### src/rtl/dual_fetch_ctrl.sv
// Fetch sequencer for a 2-way superscalar front end: drives the PC pair to
// instruction memory, queues returned word pairs in order and presents the two
// oldest entries to decode. Branch redirects flush the queue and insert one
// bubble cycle before fetching from the new target.
module dual_fetch_ctrl #(
  parameter int unsigned     XLEN     = 64,
  parameter logic [XLEN-1:0] RESET_PC = '0,
  parameter int unsigned     QDEPTH   = 4
) (
  input  logic                      clk,
  input  logic                      rst,
  output logic [XLEN-1:0]           imem_pc,
  output logic [XLEN-1:0]           imem_pc4,
  input  logic [31:0]               imem_instr1,
  input  logic [31:0]               imem_instr2,
  input  logic                      redirect_en,
  input  logic [XLEN-1:0]           redirect_pc,
  input  logic [1:0]                issue_cnt,
  output logic [1:0]                out_valid,
  output logic [31:0]               out_instr0,
  output logic [XLEN-1:0]           out_pc0,
  output logic [31:0]               out_instr1,
  output logic [XLEN-1:0]           out_pc1,
  output logic [$clog2(QDEPTH):0]   q_count
);

  localparam int unsigned PW = $clog2(QDEPTH);
  localparam int unsigned CW = PW + 1;

  typedef enum logic [0:0] {StFetch, StBubble} state_e;

  state_e          state;
  logic [PW-1:0]   rd_ptr;
  logic [PW-1:0]   wr_ptr;
  logic [PW-1:0]   rd_ptr1;
  logic [PW-1:0]   wr_ptr1;
  logic [31:0]     instr_q [QDEPTH];
  logic [XLEN-1:0] pc_q    [QDEPTH];

  logic [CW-1:0]   free_slots;
  logic            push;
  logic [1:0]      issue_clamp;
  logic [CW-1:0]   pop_n;

  // Target alignment drops the low two bits of the redirect address.
  logic            unused_rpc_lsbs;
  assign unused_rpc_lsbs = ^redirect_pc[1:0];

  // Push/pop decisions use occupancy at cycle start; freed slots are not reused same cycle.
  always_comb begin
    free_slots  = CW'(QDEPTH) - q_count;
    push        = (state == StFetch) && (free_slots >= CW'(2));
    issue_clamp = (issue_cnt == 2'd3) ? 2'd2 : issue_cnt;
    pop_n       = (CW'(issue_clamp) < q_count) ? CW'(issue_clamp) : q_count;
    rd_ptr1     = rd_ptr + PW'(1);
    wr_ptr1     = wr_ptr + PW'(1);
  end

  // Control FSM, fetch PC, queue pointers and occupancy; redirect overrides everything.
  always_ff @(posedge clk or posedge rst) begin
    if (rst) begin
      state   <= StFetch;
      imem_pc <= RESET_PC;
      rd_ptr  <= '0;
      wr_ptr  <= '0;
      q_count <= '0;
    end else if (redirect_en) begin
      state   <= StBubble;
      imem_pc <= {redirect_pc[XLEN-1:2], 2'b00};
      rd_ptr  <= '0;
      wr_ptr  <= '0;
      q_count <= '0;
    end else begin
      case (state)
        StBubble: state <= StFetch;
        default:  state <= StFetch;
      endcase
      if (push) begin
        wr_ptr  <= wr_ptr1 + PW'(1);
        imem_pc <= imem_pc + XLEN'(8);
      end
      rd_ptr  <= rd_ptr + PW'(pop_n);
      q_count <= q_count + (push ? CW'(2) : CW'(0)) - pop_n;
    end
  end

  // Queue storage; contents need no reset since occupancy gates visibility.
  always_ff @(posedge clk) begin
    if (push && !redirect_en) begin
      instr_q[wr_ptr]  <= imem_instr1;
      pc_q[wr_ptr]     <= imem_pc;
      instr_q[wr_ptr1] <= imem_instr2;
      pc_q[wr_ptr1]    <= imem_pc4;
    end
  end

  // Decode-facing view of the two oldest entries, plus the slot-1 fetch address.
  always_comb begin
    imem_pc4   = imem_pc + XLEN'(4);
    out_valid  = {q_count >= CW'(2), q_count != '0};
    out_instr0 = instr_q[rd_ptr];
    out_pc0    = pc_q[rd_ptr];
    out_instr1 = instr_q[rd_ptr1];
    out_pc1    = pc_q[rd_ptr1];
  end

endmodule
### config.mk
export PLATFORM = sky130hd
export DESIGN_NAME = dual_fetch_ctrl
export DESIGN_NICKNAME = d
export VERILOG_FILES = /design/src/rtl/dual_fetch_ctrl.sv
export SDC_FILE = /design/constraint.sdc
export NUM_CORES = 1
export LEC_CHECK = 0
export CORE_ASPECT_RATIO = 0.6
export CORE_MARGIN = 4
export CORE_UTILIZATION = 35
export DETAILED_ROUTE_END_ITERATION = 8
export PLACE_DENSITY_LB_ADDON = 0.1
export SKIP_CTS_REPAIR_TIMING = 1
export SLEW_MARGIN = 20
export SYNTH_ARGS = -nofsm -noshare
export SYNTH_HDL_FRONTEND = slang
export SYNTH_SLANG_ARGS = --single-unit
### constraint.sdc
create_clock -name clk -period 7.7 [get_ports clk]
set_input_delay 1.54 -clock clk [delete_from_list [all_inputs] [get_ports clk]]
set_output_delay 1.54 -clock clk [all_outputs]
set_load 0.05 [all_outputs]
==> impl_summary.md, run 1 <==
Status
The flow ran to the end, and the final reports show no timing, DRC or antenna violations.

Synthesis
The number of synthesized register bits is 445. Among all flip-flop cells after synthesis, the most frequent one is sky130_fd_sc_hd__edfxtp_1. Summing the sequential cell areas from Yosys gives 53.0% of the chip area. The unique cell type count in the Yosys netlist is 53. The share of flip-flops with an asynchronous set or reset is 15.5%. The synthesized design contains 376 enable-type register cells.

After technology mapping, the gate count stands at 2006. During synthesis, Yosys emitted a total of 0 warnings. The average cell area after synthesis is 12.3 sq um.

The mapped netlist covers 24600 sq um.

Setup path
The critical path launch point is imem_pc[3]$_DFFE_PP0N_. The critical path arrival is 4.91 ns. The beginning of the worst register-to-register path is q_count[1]$_DFF_PP0_.

The startpoint class of the critical path is a flop. The data required time at the worst endpoint is 6.16 ns. The setup path with the least slack is of type flop to primary output. Across all register-to-register paths, the minimum setup slack is 3.19 ns. The worst setup path is captured at a primary output. The top fanout value on the critical path is 11.

CTS
The worst-skew pair later-pin latency is 0.60 ns. In this run the deepest clock path goes through 3 buffers. The clock root buffer master is sky130_fd_sc_hd__clkbuf_16. The total CTS buffers is 47. TritonCTS built the clock tree. Clock-pin slew was measured on the worst setup and hold paths at 0.06 ns. In this run the number of H-tree levels came out at 2.

The clock drives 445 sinks.

STA
The maximum clock frequency is 0.155 GHz. The worst clock skew is 0.0273 ns. Setup repair after global routing left no endpoint under its margin.

The final number of setup-violating endpoints is 0. The final count of pins violating max slew is 0. The final count of hold timing violations is 0. The worst-margin pin slew is 0.991 ns. The tightest slew margin relative to the limit is 34.0%.

The fraction of the cycle the final worst path needs is 83.7%. Setup total negative slack on the finished layout was measured at 0 ns. The shortest period the worst path allows is 6.45 ns.

Worst hold path
The path category of the worst min-delay check is flop to flop. The start point of the worst hold path is wr_ptr[1]$_DFFE_PP0N_.

Pwr
The sequential group share of total power is 28.9%. The switching power share of the total is 44.1%. Of the total power, the clock network draws 20.0%. The internal portion of the total power is 6.66 mW.

The portion of total power attributed to combinational logic is 51.0%. The power per unit of standard cell area is 388 nW/um^2. The leakage power is 10.2 nW. Overall power consumption after layout is estimated at 11.9 mW. VDD sags by at most 0.283 mV. The power spent charging and discharging nets is 5.25 mW.

Place
The estimated wirelength of the detail-placed design is 60100 um. The count of port buffers added during placement is 447. The congestion estimate from routability-driven global placement came to 0.804.

Die
Pin placement for this block handled 458 I/O pins. The floorplan die area is 74700 sq um. The floorplan has 74 rows. The core area is 68800 sq um. The die is 350 um wide. The y dimension of the die is 213 um. For this configuration, the core starts out at a cell density of 35.7%.

Routing
The total wirelength of the detailed-routed design is 85500 um. The routed length per instance is 27.3 um. The total DRC errors in the routed layout is 0. The final route contains 17.3k vias. The length of the first detailed-routing pass in iterations is 5.

The detail-routed via count per cell is 5.51. The number of DRC violations after detailed-routing iteration 0 is 1679. The number of nets with antenna violations after routing is 0.

Cells and area
Of the cells placed in the final design, the portion with a size suffix greater than 1 is 14.2%. The area growth from synthesis to layout is 24.9%. The layout net count is 2329. The count of inserted antenna diode cells is 0.

Global route
The via count of the first global-routing pass is 17.2k. For this run, the total global-route usage over all layers was measured as 22.5%. Entering global routing, the biggest net connects 117 pins. The initial antenna violation count is 2. After global routing the overflow that remains totals 0.

The first global-routing pass estimated 122000 um of wire.

Job
The max-cap check violation count is 0.
[per-layer routing]
layer	up-vias	track usage (%)	wire, um
met5	-	0	0
met4	0	5.56	1900
met3	90	5.22	6380
met2	660	34.6	39000
met1	8994	32.5	38300
li1	7520	-	-
[final cells by class]
cell class                      count  area [sq um]
Fill cell                        6231         38100
Sequential cell                   445         13000
Multi-Input combinational cell   1197         10100
Timing Repair Buffer              479          4790
Clock buffer                       68          1340
Tap cell                          912          1140
Clock inverter                     18           240
Inverter                           16          76.3
[cells in the final DEF (no fill, tap or decap), drive strengths merged, types with 49 or more instances in the layout]
cell	synthesis	final
clkdlybuf4s50	0	446
edfxtp	376	376
nand2	306	306
mux4	188	188
xor2	134	134
nor2	122	122
xnor2	87	87
dfrtp	69	69
clkbuf	277	68
o21ai	56	56
nand4	54	54
nor3	49	49
[flip-flops by register name, summed over array words and instances (netlist names)]
signal	flops
pc_q	248
q_count	3
state	1
imem_pc	62
rd_ptr	2
instr_q	128
wr_ptr	1
[worst paths after layout]
check                                         end  depth (start not counted)
max                                  imem_pc4[28]                          6
min                         wr_ptr[1]$_DFFE_PP0N_                          2
max reg2reg                 pc_q[3][37]$_DFFE_PP_                         12
min reg2reg                 wr_ptr[1]$_DFFE_PP0N_                          2
max in group asynchronous     rd_ptr[0]$_DFF_PP0_                          3
min in group asynchronous  imem_pc[3]$_DFFE_PP0N_                          2
[cell usage after synthesis (3+ instances only)]
master                     count  area [sq um]
sky130_fd_sc_hd__ha_1          9           113
sky130_fd_sc_hd__and4_1        7          61.3
sky130_fd_sc_hd__nor4_2        7          87.6
sky130_fd_sc_hd__o21ai_0      56           280
sky130_fd_sc_hd__buf_2        33           165
sky130_fd_sc_hd__nor2_1      122           458
sky130_fd_sc_hd__xnor2_1      87           762
sky130_fd_sc_hd__buf_4        13          97.6
sky130_fd_sc_hd__inv_1        13          48.8
sky130_fd_sc_hd__or4_1         9          67.6
sky130_fd_sc_hd__edfxtp_1    376         11300
sky130_fd_sc_hd__and2_1        3          18.8
sky130_fd_sc_hd__or3_1        26           163
sky130_fd_sc_hd__buf_6         5          56.3
sky130_fd_sc_hd__nand4b_1      3          26.3
sky130_fd_sc_hd__a31oi_1      21           131
sky130_fd_sc_hd__nand2_1     306          1150
sky130_fd_sc_hd__clkbuf_1    277          1040
sky130_fd_sc_hd__mux4_2      188          4230
sky130_fd_sc_hd__xor2_1      134          1170
sky130_fd_sc_hd__dfrtp_1      69          1730
sky130_fd_sc_hd__nand4_1      52           325
sky130_fd_sc_hd__nor3b_1       3          22.5
sky130_fd_sc_hd__and3_1        7          43.8
sky130_fd_sc_hd__nand2b_1      4          25.0
sky130_fd_sc_hd__nor4_1       20           125
sky130_fd_sc_hd__nor3_1       48           240
sky130_fd_sc_hd__nand3_1      48           240
sky130_fd_sc_hd__buf_1        27           101
[cell families (layout without fill, tap and decap cells)]
family,Yosys count,in the layout,synth area share [%]
AND/OR/NAND/NOR,680,680,13.0
flip-flops,445,445,53.0
buffers and inverters,371,581,6.19
XOR/XNOR,221,221,7.88
multiplexers,192,192,17.4
AO/OA/AOI/OAI,86,86,1.98
adder cells (fa/ha/maj),10,10,0.540
other,1,8,0.0153
[per-stage QoR]
step | hold WS (ns) | cell area [sq um] | worst slack (ns) | utilization (%) | instances
4_1_cts | 0.640 | 30700 | 0.972 | 44.6 | 3133
6_report | 0.638 | 30700 | 1.25 | 44.6 | 3135
2_1_floorplan | 0.526 | 24600 | 1.89 | - | 2013
5_1_grt | 0.676 | 30700 | 0.896 | 44.6 | 3135
3_3_place_gp | 0.608 | 29100 | 1.72 | 42.3 | 3047
3_5_place_dp | 0.624 | 29100 | 1.63 | 42.3 | 3047
[critical path: stages, from the launching register on]
cell and delay, ns:
sky130_fd_sc_hd__dfrtp_1 0.58, sky130_fd_sc_hd__ha_1 0.36, sky130_fd_sc_hd__nand3_1 0.48, sky130_fd_sc_hd__nor4_1 0.78, sky130_fd_sc_hd__nand2_1 0.56, sky130_fd_sc_hd__xnor2_1 0.64, sky130_fd_sc_hd__clkdlybuf4s50_1 0.91
[power by group through the flow]
stage / Sequential [mW] / Clock [mW] / Combinational (mW)
floorplan: 3.41 / 0 / 4.19
global placement: 3.46 / 0 / 6.13
detailed placement: 3.49 / 0 / 6.14
CTS: 3.44 / 2.44 / 6.17
global route: 3.50 / 2.54 / 6.34
finish: 3.45 / 2.39 / 6.08
No activity file was read; power rests on OpenSTA's default activity.
==> run 2: changes to the inputs <==
- clock period: 7.7 -> 6.35 ns (I/O delays scaled with it)
==> impl_summary.md, run 2 (same netlist as run 1, synthesis figures left out) <==
Status
The run finished with clean final reports.

Global route
The initial antenna violation count came to 5 (+3). The largest net degree at the start of global routing is 83 (-29%). The first-pass GRT wire length is 121000 um (-1.2%).

The via count of the first global-routing pass is 17.0k (-1.2%). The global-route congestion overflow total is 0 (unchanged). The overall routing resource usage is 22.4% (-0.14 points).

CTS
The number of buffers on the longest clock path is 3 (unchanged). The clock sink count was 445 (unchanged). CTS placed an instance of sky130_fd_sc_hd__clkbuf_16 at the clock tree root. The TritonCTS clock tree is yes. The total CTS buffers is 48 (+2.1%). The clock transition time at the flip-flop clock pins of the worst setup and hold paths is 0.06 ns (about the same). The number of H-tree branching levels is 2 (unchanged). The worst-skew pair later-pin latency came to 0.60 ns (about the same).

Pwr
The power per unit of standard cell area is 467 nW/um^2 (+20%). The switching power share of the total is 44.3% (+0.26 points). The sequential group share of total power is 29.2% (+0.3 points). The clock network power share is 19.5% (-0.5 points). The leakage power came to 10.2 nW (+0.65%).

The power spent charging and discharging nets is 6.37 mW (+21%). The portion of total power attributed to combinational logic was 51.4% (+0.4 points). The peak supply drop was 0.289 mV (+2.0%). The design internal power is 8.00 mW (+20%).

Setup path
The critical path's slowest cell is sky130_fd_sc_hd__clkdlybuf4s50_1. The setup slack of the most critical reg-to-reg path is 2.10 ns (-1.09 ns). The critical path arrival was 4.47 ns (-0.44 ns). The data required time at the worst endpoint is 5.08 ns (-1.08 ns).

The delay of the slowest cell on the worst path came to 0.86 ns (-0.05 ns). The critical path goes through nand4_1, or4_4, or3_1, nor3_1, xor2_1, clkdlybuf4s50_1. The startpoint-to-endpoint class of the critical path is flop to primary output.

The worst setup path is launched from a flop. The endpoint type of the worst setup path is a primary output. The beginning of the worst register-to-register path is q_count[1]$_DFF_PP0_. The end of the worst register-to-register path is pc_q[1][38]$_DFFE_PP_. The top fanout value on the critical path is 12 (+1). The cell depth of the worst flop-to-flop path is 13 (+1).

Cells and area
The largest registers in the layout are pc_q: 248 flops, instr_q: 128 flops, imem_pc: 62 flops. From synthesis to final layout, the design area changed by 25.1%. The proportion of layout cells with a drive suffix above 1 was 15.8% (+1.6 points).

The library cell used most frequently in the layout, excluding fill and tap cells, is sky130_fd_sc_hd__clkdlybuf4s50_1. The post-route non-filler standard cell count is 3156 (+0.67%). The layout net count is 2346 (+0.73%). The share of the core filled with cells is 44.7% (+0.078 points). The flip-flop count of the largest register after layout was 248 (unchanged). The top cell types in the final layout, fill and taps aside, are 427 x sky130_fd_sc_hd__clkdlybuf4s50_1, 376 x sky130_fd_sc_hd__edfxtp_1, 306 x sky130_fd_sc_hd__nand2_1.

The largest register by flop count is pc_q.

Die
The chip width is 350 um (unchanged). The number of rows created at floorplan is 74 (unchanged). The total I/O pin count was 458 (unchanged).

The floorplan die area came to 74700 sq um (unchanged). The core area was 68800 sq um (unchanged). The y dimension of the die is 213 um (unchanged).

The initial standard-cell utilization of the core came to 35.7% (unchanged).

Place
The routability-driven placement congestion ratio is 0.814 (+1.2%). The number of placed instances, taps included is 3065 (+0.59%). The count of port buffers added during placement came to 447 (unchanged).

The worst setup timing slack at the placement stage was 1.24 ns (-0.392 ns). The estimated wirelength of the detail-placed design is 60200 um (about the same).

Routing
The total wirelength of the detailed-routed design is 85200 um (-0.46%). The number of nets with antenna violations after routing is 0 (unchanged). The count of vias placed by the detailed router came to 17.2k (-0.28%). The detail-routed via count per cell came to 5.46 (-0.94%).

The number of DRC violations after detailed-routing iteration 0 is 1541 (-8.2%). The length of the first detailed-routing pass in iterations was 5 (unchanged). The total DRC errors in the routed layout is 0 (unchanged). The routed length per instance is 27.0 um (-1.1%).

STA
The fraction of the cycle the final worst path needs is 90.4%. Setup repair after global routing left no endpoint under its margin. The final count of pins violating max slew is 0 (unchanged). The worst clock skew was 0.0233 ns (-0.00395 ns). The worst-margin pin slew came to 1.15 ns (+0.163 ns).

The final number of setup-violating endpoints is 0 (unchanged). The final count of hold timing violations is 0 (unchanged). Subtracting the final worst setup slack from the clock period gives 5.74 ns. The maximum clock frequency is 0.174 GHz. The tightest slew margin relative to the limit is 22.8% (-11 points). The sum of negative setup slack came to 0 ns (unchanged).

The final worst slack is 0.608 ns (-0.643 ns).

Worst hold path
The path category of the worst min-delay check is flop to flop. The endpoint of the worst hold path is wr_ptr[1]$_DFFE_PP0N_. The number of cells on the worst hold path came to 2 (unchanged). The worst hold path begins at wr_ptr[1]$_DFFE_PP0N_.

Job
The max-cap check violation count is 0 (unchanged).
==> run 2: worst max-delay path, delay by kind of cell (launching register included) <==
| kind | cells | cell delay [ns] |
|---|---|---|
| xor gates and xnor gates | 1 | 0.18 |
| DFF | 1 | 0.64 |
| and+or+nand+nor | 4 | 2.19 |
| buffers and inverters | 1 | 0.86 |
==> run 2: layer usage <==
metal	vias to the layer above	part of all wire (%)	GRT usage, %
li1	7546	-	-
met1	8872	44	32.6
met2	710	46	34.3
met3	88	8.4	5.07
met4	0	1.9	5.14
met5	-	0	0
==> run 2: cell type report <==
| cell class | count | area, sq um |
|---|---|---|
| Antenna cell | 3 | 7.51 |
| Clock buffer | 66 | 1350 |
| Clock inverter | 22 | 188 |
| Fill cell | 6254 | 38000 |
| Inverter | 16 | 76.3 |
| Multi-Input combinational cell | 1197 | 10100 |
| Sequential cell | 445 | 13000 |
| Tap cell | 912 | 1140 |
| Timing Repair Buffer | 495 | 4880 |
==> run 2: power by group through the flow <==
stage	clock [mW]	sequential [mW]	combinational [mW]
2_1_floorplan	0	4.13	5.08
3_3_place_gp	0	4.22	7.45
3_5_place_dp	0	4.25	7.44
4_1_cts	2.88	4.19	7.48
5_1_grt	3.01	4.25	7.69
6_report	2.79	4.19	7.38
==> run 2: per-stage QoR <==
| step | area (sq um) | hold WS (ns) | power (mW) |
|---|---|---|---|
| after floorplan | 24600 | 0.526 | 9.21 |
| after global placement | 29200 | 0.606 | 11.7 |
| after detailed placement | 29200 | 0.609 | 11.7 |
| after CTS | 30700 | 0.628 | 14.5 |
| after global routing | 30800 | 0.662 | 14.9 |
| final | 30800 | 0.625 | 14.4 |
==> run 2: worst max path at each step <==
stage                                 start                      end  slack, ns  cells past startpoint
CTS                 imem_pc[32]$_DFFE_PP0N_             imem_pc4[63]       0.55                      6
global route         imem_pc[3]$_DFFE_PP0N_             imem_pc4[51]       0.29                      9
floorplan              q_count[1]$_DFF_PP0_  instr_q[3][0]$_DFFE_PP_       0.57                      9
detailed placement  imem_pc[32]$_DFFE_PP0N_             imem_pc4[63]       1.24                      6
finish              imem_pc[32]$_DFFE_PP0N_             imem_pc4[63]       0.61                      6
global placement    imem_pc[32]$_DFFE_PP0N_             imem_pc4[55]       1.28                      6
==> run 3: changes to the inputs <==
- GPL_ROUTABILITY_DRIVEN: default -> 0
==> results of run 3 <==
No change in the layout: final DEF, timing and power equal those of run 2.
